<file path="src/rtl/pipeline_ctrl_pkg.sv">
// Shared types and default widths for the pipeline hazard/stall controller.
package pipeline_ctrl_pkg;

  localparam int unsigned DEF_REG_AW = 4;
  localparam int unsigned DEF_CNT_W  = 16;

  typedef enum logic [1:0] {
    RUN,
    LU_STALL,
    VEC_ISSUE,
    VEC_BUSY
  } ctrl_state_t;

endpackage

</file>
<file path="src/rtl/pipeline_ctrl_hazard_detect.sv">
// Load-use hazard comparator: the ID instruction reads a register that a load in EX writes.
module hazard_detect
  import pipeline_ctrl_pkg::*;
#(
  parameter int unsigned REG_AW = DEF_REG_AW
) (
  input  logic              id_valid,
  input  logic [REG_AW-1:0] id_rs1,
  input  logic [REG_AW-1:0] id_rs2,
  input  logic              id_use_rs1,
  input  logic              id_use_rs2,
  input  logic              ex_valid,
  input  logic              ex_is_load,
  input  logic [REG_AW-1:0] ex_rd,
  output logic              lu_haz
);

  // Register 0 is hardwired, so a load targeting it never creates a dependency.
  always_comb begin
    lu_haz = ex_valid & ex_is_load & (ex_rd != '0) & id_valid &
             ((id_use_rs1 & (id_rs1 == ex_rd)) | (id_use_rs2 & (id_rs2 == ex_rd)));
  end

endmodule

</file>
<file path="src/rtl/pipeline_ctrl.sv">
// Hazard and stall controller: branch flush, load-use stall, vector-unit handshake
// with timeout, and a saturating stall-cycle counter.
module pipeline_ctrl
  import pipeline_ctrl_pkg::*;
#(
  parameter int unsigned REG_AW      = DEF_REG_AW,
  parameter int unsigned LOAD_LAT    = 1,
  parameter int unsigned VEC_TIMEOUT = 255,
  parameter int unsigned CNT_W       = DEF_CNT_W
) (
  input  logic              clk,
  input  logic              reset,
  input  logic              id_valid,
  input  logic [REG_AW-1:0] id_rs1,
  input  logic [REG_AW-1:0] id_rs2,
  input  logic              id_use_rs1,
  input  logic              id_use_rs2,
  input  logic              id_is_vec,
  input  logic              ex_valid,
  input  logic              ex_is_load,
  input  logic [REG_AW-1:0] ex_rd,
  input  logic              branch_taken,
  input  logic              vec_ack,
  input  logic              vec_done,
  output logic              pc_stop,
  output logic              if_id_stop,
  output logic              if_id_flush,
  output logic              id_ex_bubble,
  output logic              vec_req,
  output logic              vec_err,
  output logic [CNT_W-1:0]  stall_cnt
);

  localparam int unsigned LAT_W = (LOAD_LAT > 1) ? $clog2(LOAD_LAT) : 1;
  localparam int unsigned TMO_W = $clog2(VEC_TIMEOUT + 1);

  ctrl_state_t      state_q, state_d;
  logic [LAT_W-1:0] lu_cnt_q, lu_cnt_d;
  logic [TMO_W-1:0] tmo_q, tmo_d;
  logic             vec_req_q, vec_req_d;
  logic             vec_err_q, vec_err_d;
  logic [CNT_W-1:0] stall_cnt_q, stall_cnt_d;

  logic lu_haz;
  logic tmo_hit;
  logic vec_release;

  hazard_detect #(.REG_AW(REG_AW)) u_hazard_detect (
    .id_valid   (id_valid),
    .id_rs1     (id_rs1),
    .id_rs2     (id_rs2),
    .id_use_rs1 (id_use_rs1),
    .id_use_rs2 (id_use_rs2),
    .ex_valid   (ex_valid),
    .ex_is_load (ex_is_load),
    .ex_rd      (ex_rd),
    .lu_haz     (lu_haz)
  );

  // Release happens in the VEC_TIMEOUT-th busy cycle at the latest; done wins over timeout.
  assign tmo_hit     = (tmo_q == TMO_W'(VEC_TIMEOUT - 1));
  assign vec_release = (state_q == VEC_BUSY) & (vec_done | tmo_hit);

  always_ff @(posedge clk) begin
    if (!reset) begin
      state_q     <= RUN;
      lu_cnt_q    <= '0;
      tmo_q       <= '0;
      vec_req_q   <= 1'b0;
      vec_err_q   <= 1'b0;
      stall_cnt_q <= '0;
    end else begin
      state_q     <= state_d;
      lu_cnt_q    <= lu_cnt_d;
      tmo_q       <= tmo_d;
      vec_req_q   <= vec_req_d;
      vec_err_q   <= vec_err_d;
      stall_cnt_q <= stall_cnt_d;
    end
  end

  always_comb begin
    state_d     = state_q;
    lu_cnt_d    = lu_cnt_q;
    tmo_d       = tmo_q;
    vec_req_d   = vec_req_q;
    vec_err_d   = vec_err_q;
    stall_cnt_d = stall_cnt_q;
    unique case (state_q)
      RUN: begin
        if (branch_taken) begin
          state_d = RUN;
        end else if (lu_haz) begin
          if (LOAD_LAT > 1) begin
            state_d  = LU_STALL;
            lu_cnt_d = LAT_W'(LOAD_LAT - 1);
          end
        end else if (id_valid && id_is_vec) begin
          state_d   = VEC_ISSUE;
          vec_req_d = 1'b1;
        end
      end
      LU_STALL: begin
        lu_cnt_d = lu_cnt_q - LAT_W'(1);
        if (lu_cnt_q == LAT_W'(1)) state_d = RUN;
      end
      VEC_ISSUE: begin
        if (vec_ack) begin
          state_d   = VEC_BUSY;
          vec_req_d = 1'b0;
          tmo_d     = '0;
        end
      end
      VEC_BUSY: begin
        tmo_d = tmo_q + TMO_W'(1);
        if (vec_release) begin
          state_d = RUN;
          if (!vec_done) vec_err_d = 1'b1;
        end
      end
      default: state_d = RUN;
    endcase
    if (pc_stop && (stall_cnt_q != '1)) stall_cnt_d = stall_cnt_q + CNT_W'(1);
  end

  always_comb begin
    pc_stop      = 1'b0;
    if_id_flush  = 1'b0;
    id_ex_bubble = 1'b0;
    if (reset) begin
      unique case (state_q)
        RUN: begin
          if (branch_taken) begin
            if_id_flush  = 1'b1;
            id_ex_bubble = 1'b1;
          end else if (lu_haz || (id_valid && id_is_vec)) begin
            pc_stop      = 1'b1;
            id_ex_bubble = 1'b1;
          end
        end
        LU_STALL, VEC_ISSUE: begin
          pc_stop      = 1'b1;
          id_ex_bubble = 1'b1;
        end
        // Release cycle: fetch resumes but the vector op never enters EX.
        VEC_BUSY: begin
          pc_stop      = ~vec_release;
          id_ex_bubble = 1'b1;
        end
        default: ;
      endcase
    end
    if_id_stop = pc_stop;
    vec_req    = vec_req_q & reset;
    vec_err    = vec_err_q & reset;
    stall_cnt  = reset ? stall_cnt_q : '0;
  end

endmodule

</file>
<file path="config.mk">
export PLATFORM = sky130hd
export DESIGN_NAME = pipeline_ctrl
export DESIGN_NICKNAME = d
export VERILOG_FILES = /design/src/rtl/pipeline_ctrl_pkg.sv /design/src/rtl/pipeline_ctrl_hazard_detect.sv /design/src/rtl/pipeline_ctrl.sv
export SDC_FILE = /design/constraint.sdc
export NUM_CORES = 1
export LEC_CHECK = 0
export ABC_AREA = 1
export CORE_MARGIN = 2
export CORE_UTILIZATION = 38
export DETAILED_ROUTE_END_ITERATION = 10
export GPL_TIMING_DRIVEN = 0
export PLACE_DENSITY = 0.63
export SLEW_MARGIN = 10
export SYNTH_ARGS = -nofsm -noshare
export SYNTH_HDL_FRONTEND = slang
export SYNTH_SLANG_ARGS = --single-unit
</file>
<file path="constraint.sdc">
create_clock -name clk -period 2.6 [get_ports clk]
set_input_delay 0.39 -clock clk [delete_from_list [all_inputs] [get_ports clk]]
set_output_delay 0.39 -clock clk [all_outputs]
set_load 0.005 [all_outputs]
</file>
# [Yosys cells after proc, flatten, opt, wreduce, memory -nomap -nowiden]
# Index checks and enable logic that the tools add are counted.
# W data, S select, Z words.
[totals] register_bits=29 in_bits=23 out_inout_bits=22 wordCells=75
[classes] addsub=3 eq_ne=15 mux=25 bitwise_logic=13 reduce_logical=13
[ops] op="$add A16 B1 Y16 const B" count=1
[ops] op="$mux W16" count=1
[ops] op="$ne A16 B16 Y1 const B" count=1
[ops] op="$pmux W8 S2" count=1
[ops] op="$mux W1" count=12
[ops] op="$mux W2" count=6
[ops] op="$ne A2 B2 Y1 const B" count=6
[ops] op="$reduce_and A5 Y1" count=2
[ops] op="$and A1 B1 Y1" count=9
[ops] op="$add A8 B1 Y8 const B" count=1
[ops] op="$eq A4 B4 Y1" count=2
[ops] op="$eq A8 B8 Y1 const B" count=1
[ops] op="$mux W8" count=1
[ops] op="$pmux W2 S4" count=1
[ops] op="$ne A3 B3 Y1 const B" count=2
[ops] op="$eq A2 B2 Y1 const B" count=2
[ops] op="$pmux W1 S2" count=2
[ops] op="$reduce_bool A2 Y1" count=2
[ops] op="$reduce_bool A4 Y1" count=1
[ops] op="$pmux W1 S3" count=1
[ops] op="$reduce_and A3 Y1" count=1
[ops] op="$reduce_or A3 Y1" count=1
[ops] op="$eq A2 B1 Y1 const B" count=1
[ops] op="$logic_and A1 B1 Y1" count=2
[ops] op="7 further kinds" count=9

# [Logic depth before layout (Yosys ltp)]
# Gate-level depths: netlist of run 1.
[logic_depth] word_depth=10 ltp_mapped=14 depth_no_buf=13

# [Cells and area by module]
# From an unflattened synthesis of run 1, not the netlist that was laid out.
[hier_totals] hier_cells=314 hier_area_um2=2130.8
[by_module_without_submodules] module="pipeline_ctrl" instances=1 cells_per_inst=277 area_each_um2=1969.4 seq_area_each_um2=580.6
[by_module_without_submodules] module="hazard_detect" instances=1 cells_per_inst=37 area_each_um2=161.4 seq_area_each_um2=0.0

# [Worst setup path after synthesis of run 1]
# OpenSTA, ideal clock, no wires.
[synth_timing] path_type="reg-to-reg" startpoint="register state_q[0]" endpoint="register tmo_q[7]" setup_time_ps=119 arrival_ps=1805 required_ps=2481 setup_slack_ps=676 stages_incl_launch_ff=14 n_path_buf=0 synth_period_minus_slack_ps=1924 cell_sequence="dfxtp_1 -> inv_1 -> ha_1 -> inv_1 -> nor2_1 -> inv_1 -> o21ai_0 -> nor2_1 -> nand3_1 -> or2_2 -> nor2_1 -> nand2_1 -> o21ai_0 -> a21oi_1"
[synth_between] elab_chain_len=3 elab_cells_between_ends=6 cone_classes="eq/ne: 3; mux: 1; reduce/logical: 2"
[synth_lines] item="from (decl)" line="pipeline_ctrl.sv:37" rtl="ctrl_state_t state_q, state_d;"
[synth_lines] item="from (signal assigned)" line="pipeline_ctrl.sv:73" rtl="state_q <= state_d;"
[synth_lines] item="$eq A2 B2 Y1" line="pipeline_ctrl.sv:89" rtl="unique case (state_q)"
[synth_lines] item="$ne A2 B2 Y1 (no line) or $reduce_bool A2 Y1 (tied branches)"
[synth_lines] item="$reduce_and A2 Y1 (no line)"
[synth_lines] item="to (signal assigned)" line="pipeline_ctrl.sv:75" rtl="tmo_q <= tmo_d;"
[synth_lines] item="to (decl)" line="pipeline_ctrl.sv:39" rtl="logic [TMO_W-1:0] tmo_q, tmo_d;"
# Several ways; a longest one is shown, not always the timed one.
# A chain may end at the register's enable or synchronous reset.

# [Final worst setup path of run 1]
[layout_timing] startpoint="input reset" endpoint="output if_id_flush"
[layout_between] elab_chain_len=1
[layout_lines] item="from (decl)" line="pipeline_ctrl.sv:12" rtl="input logic reset,"
[layout_lines] item="$mux W1" line="pipeline_ctrl.sv:130" rtl="if (reset) begin"
[layout_lines] item="to (decl)" line="pipeline_ctrl.sv:27" rtl="output logic if_id_flush,"
# Every way passes these cells.

==> results by group, run 1 <==
Detailed routing
  • DRC errors left: 0
  • WL final: between 4000 and 5000 um
  • WL per Instance: roughly 10 um
  • Post-DRT Antenna Nets: 0
  • Iteration-0 DRC Markers: between 70 and 80
  • Vias: around 2000
  • DR vias/cell: about 4.6
  • Drt first pass iters: 4

Clock network
  • Insertion delay to the later sink of the worst-skew pair: 0.28 ns
  • Clk buf depth: 2
  • Total CTS buffers: 5
  • Clock Sinks: 29
  • H-tree depth: 2
  • Root Buffer: clkbuf_8
  • Clk slew on worst S/H paths: about 0.06 ns
  • CTS tree: yes

STA
  • Clock skew: between 0.006 and 0.007 ns
  • Worst Max-Slew Pin Slew: between 0.4 and 0.5 ns
  • Tcrit/Tclk final: roughly 96%
  • Slew Limit Fails: 0
  • Finish-stage setup viols: 0
  • Fin. Hold Viols: 0
  • Fin crit period: 2.492 ns
  • Max Freq: between 400 and 500 MHz
  • Worst slew margin: 67.64%
  • RSZ-0062 raised after global routing: no

Finish
  • Layout cell share with drive strength beyond 1: between 7 and 8%
  • Ant. Diodes: 0
  • Post-route cell area: roughly 2600 um^2
  • Final Net Count: approximately 400
  • Area growth syn-to-layout: 32.42%

GRT
  • Gr usage total: between 10% and 20%
  • Vias in the first global route: around 1900
  • Maximum number of pins on one net before global-route repair: 11
  • First-pass GRT wire length: just over 8000 um
  • Total gr overflow: 0
  • Initial antenna violation count: 0

Logic synthesis
  • Synth Area in Compound Gates: 10.47%
  • Post-synthesis mux area share: 0%
  • Post-synthesis xor/xnor area fraction: between 6 and 7%
  • Mapped cell area: about 2000 um^2
  • Cell taking the most area after synthesis: dfxtp_1
  • Register area share after synthesis: between 20 and 30%
  • Leading post-synthesis cells by cell area: dfxtp_1, nand2_1, inv_1
  • Simple-gate area share of the yosys netlist: between 30% and 40%
  • Syn_nets: around 350
  • Flops & latches, synth: 29
  • Post-synth cell types: 25
  • Post-synthesis adder-cell area fraction: under 10%
  • Yosys warns: 0
  • Post-Syn Instances: roughly 310
  • Mean post-synth cell area: 6.280 um^2
  • Synth top area share: between 20% and 30%
  • Largest family of logic cells by synthesized area: simple AND/OR/NAND/NOR gates

Floorplan
  • Die area: about 5800 um^2
  • DIE HEIGHT: approximately 76 um
  • Starting Density: around two fifths
  • Row count: 26
  • Die width: between 70 and 80 um
  • Io pins: 45
  • CORE AREA: 5042 um^2

Pwr
  • Pwr Density: 559.2 nW/um^2
  • Maximum VDD drop: 270.5 uV
  • Leak: between 1 and 1.5 nW
  • Total power: about 0.0015 W

Setup path
  • R2R Path End: tmo_q[7]
  • Worst EP arrival: between 2 and 2.5 ns
  • Critical Path RT: ~2.2 ns
  • CP Max Fanout: 10
  • Reg2Reg Launch Point: state_q[0]
  • CP Launch Type: input pin
  • Setup crit end kind: primary output
  • R2r setup slk: approximately 0.33 ns
  • Reg2Reg Depth: 13
  • CP Class: in2out

Place
  • Placer congestion estimate: 0.8392
  • # port buffers: 44
  • DP Area: between 2000 and 2500 um^2
  • Post-DP HPWL: ~3500 um

Hold path
  • Worst hold endpoint: vec_req_q
  • Hold path startpoint: vec_req_q
  • Hold Path Stages: 2
  • Hold Path Class: reg2reg

Run status
  • Status: finished clean

Run
  • Max cap viols: 0
-- state kept, by name (all words and copies together), names as in the netlist --
name and flops:
state_q 2, tmo_q 8, vec_err_q 1, stall_cnt_q 16
vec_req_q 1, lu_cnt_q 1
-- kinds of logic (layout without fill, tap and decap cells) --
logic type               count (synthesis)  in the layout
buffers and inverters                   60            112
adder cells (fa/ha/maj)                  8              8
AND/OR/NAND/NOR                        161            161
XOR/XNOR                                15             15
AO/OA/AOI/OAI                           41             41
flip-flops                              29             29
-- how the worst max path moves through the flow --
stage	startpoint	to	slack, ns	cells past startpoint
after floorplan	state_q[0]	tmo_q[7]	0.68	13
after global placement	reset	id_ex_bubble	-0.32	6
after detailed placement	reset	id_ex_bubble	-0.30	6
after CTS	id_rs1[1]	if_id_stop	0.004	12
after global routing	state_q[0]	tmo_q[7]	0.02	13
final	reset	if_id_flush	0.11	5
-- where the power goes --
group	internal (W)	switching [W]	total (W)
Clock	0.000210	0.000173	0.000383
Combinational	0.000224	0.000336	0.000560
Sequential	0.000485	0.0000322	0.000517
-- per-stage QoR --
stage / hold WS (ns) / utilization, % / worst slack [ns] / instances / setup TNS [ns]
global route: 0.4822 / 51.79 / 0.01818 / 436 / 0
floorplan: 0.4194 / - / 0.6755 / 314 / 0
global placement: 0.4372 / 49.58 / -0.3176 / 428 / -3.690
CTS: 0.4470 / 51.61 / 0.003525 / 436 / 0
finish: 0.4466 / 51.79 / 0.1081 / 436 / 0
detailed placement: 0.4377 / 49.58 / -0.3016 / 428 / -3.666
-- synthesized netlist by cell type --
cell type,instances
nor3_1,6
nor3b_2,1
clkinv_1,1
inv_1,50
or2_2,1
buf_6,1
buf_4,1
buf_1,1
nor3b_4,1
o21ai_0,12
nor3b_1,1
xnor2_1,6
nand2_2,3
nand2_1,88
a21oi_1,28
xor2_1,9
nand3_4,1
buf_2,1
clkbuf_1,5
ha_1,8
dfxtp_1,29
nand4_1,14
nor2_1,31
a31oi_1,1
nand3_1,14
-- what timing repair did --
action                     4_1_cts  5_1_grt
buffers inserted                 1        0
resized for setup               12        8
hold buffers                     0        0
setup endpoints to repair       20       10
pin swaps                        3        1
-- area by class of cell --
type                    instances  area (um^2)
flip-flops and latches         29        580.6
repair buffers                 45        445.4
plain buffers                   9        56.30
clock buffers                   7        86.33
fillers                       544         2431
well taps                      70        87.58
multi-input cells             225         1162
inverters                      51        192.7
-- cell usage in the layout, fill, tap and decap left out, drive strengths merged, types with 8 or more instances in the layout --
cell           synthesis  routed
clkbuf                 5      11
xor2                   9       9
inv                   50      50
o21ai                 12      12
nand4                 14      14
nand3                 15      15
nand2                 91      91
ha                     8       8
nor2                  31      31
dfxtp                 29      29
a21oi                 28      28
clkdlybuf4s50          0      39
-- routing by layer --
| metal | wire, um | global-route usage (%) | vias up |
|---|---|---|---|
| li1 | - | - | 1090 |
| met1 | 2086 | 20.40 | 879 |
| met2 | 2221 | 28.75 | 43 |
| met3 | 218 | 4.147 | 4 |
| met4 | 25 | 6.000 | 0 |
| met5 | 0 | 0 | - |
-- critical path, stage by stage --
cell and delay, ns:
clkdlybuf4s50_1 0.56, clkinv_2 0.20, buf_2 0.25, nor2_1 0.17, clkdlybuf4s50_1 0.53
No activity file was read; power rests on OpenSTA's default activity.
==> run 2, diff against run 1 <==
- HOLD_SLACK_MARGIN: default -> 0.03
==> results of run 2 <==
The final DEF is identical to that of run 1; final timing and power are the same.
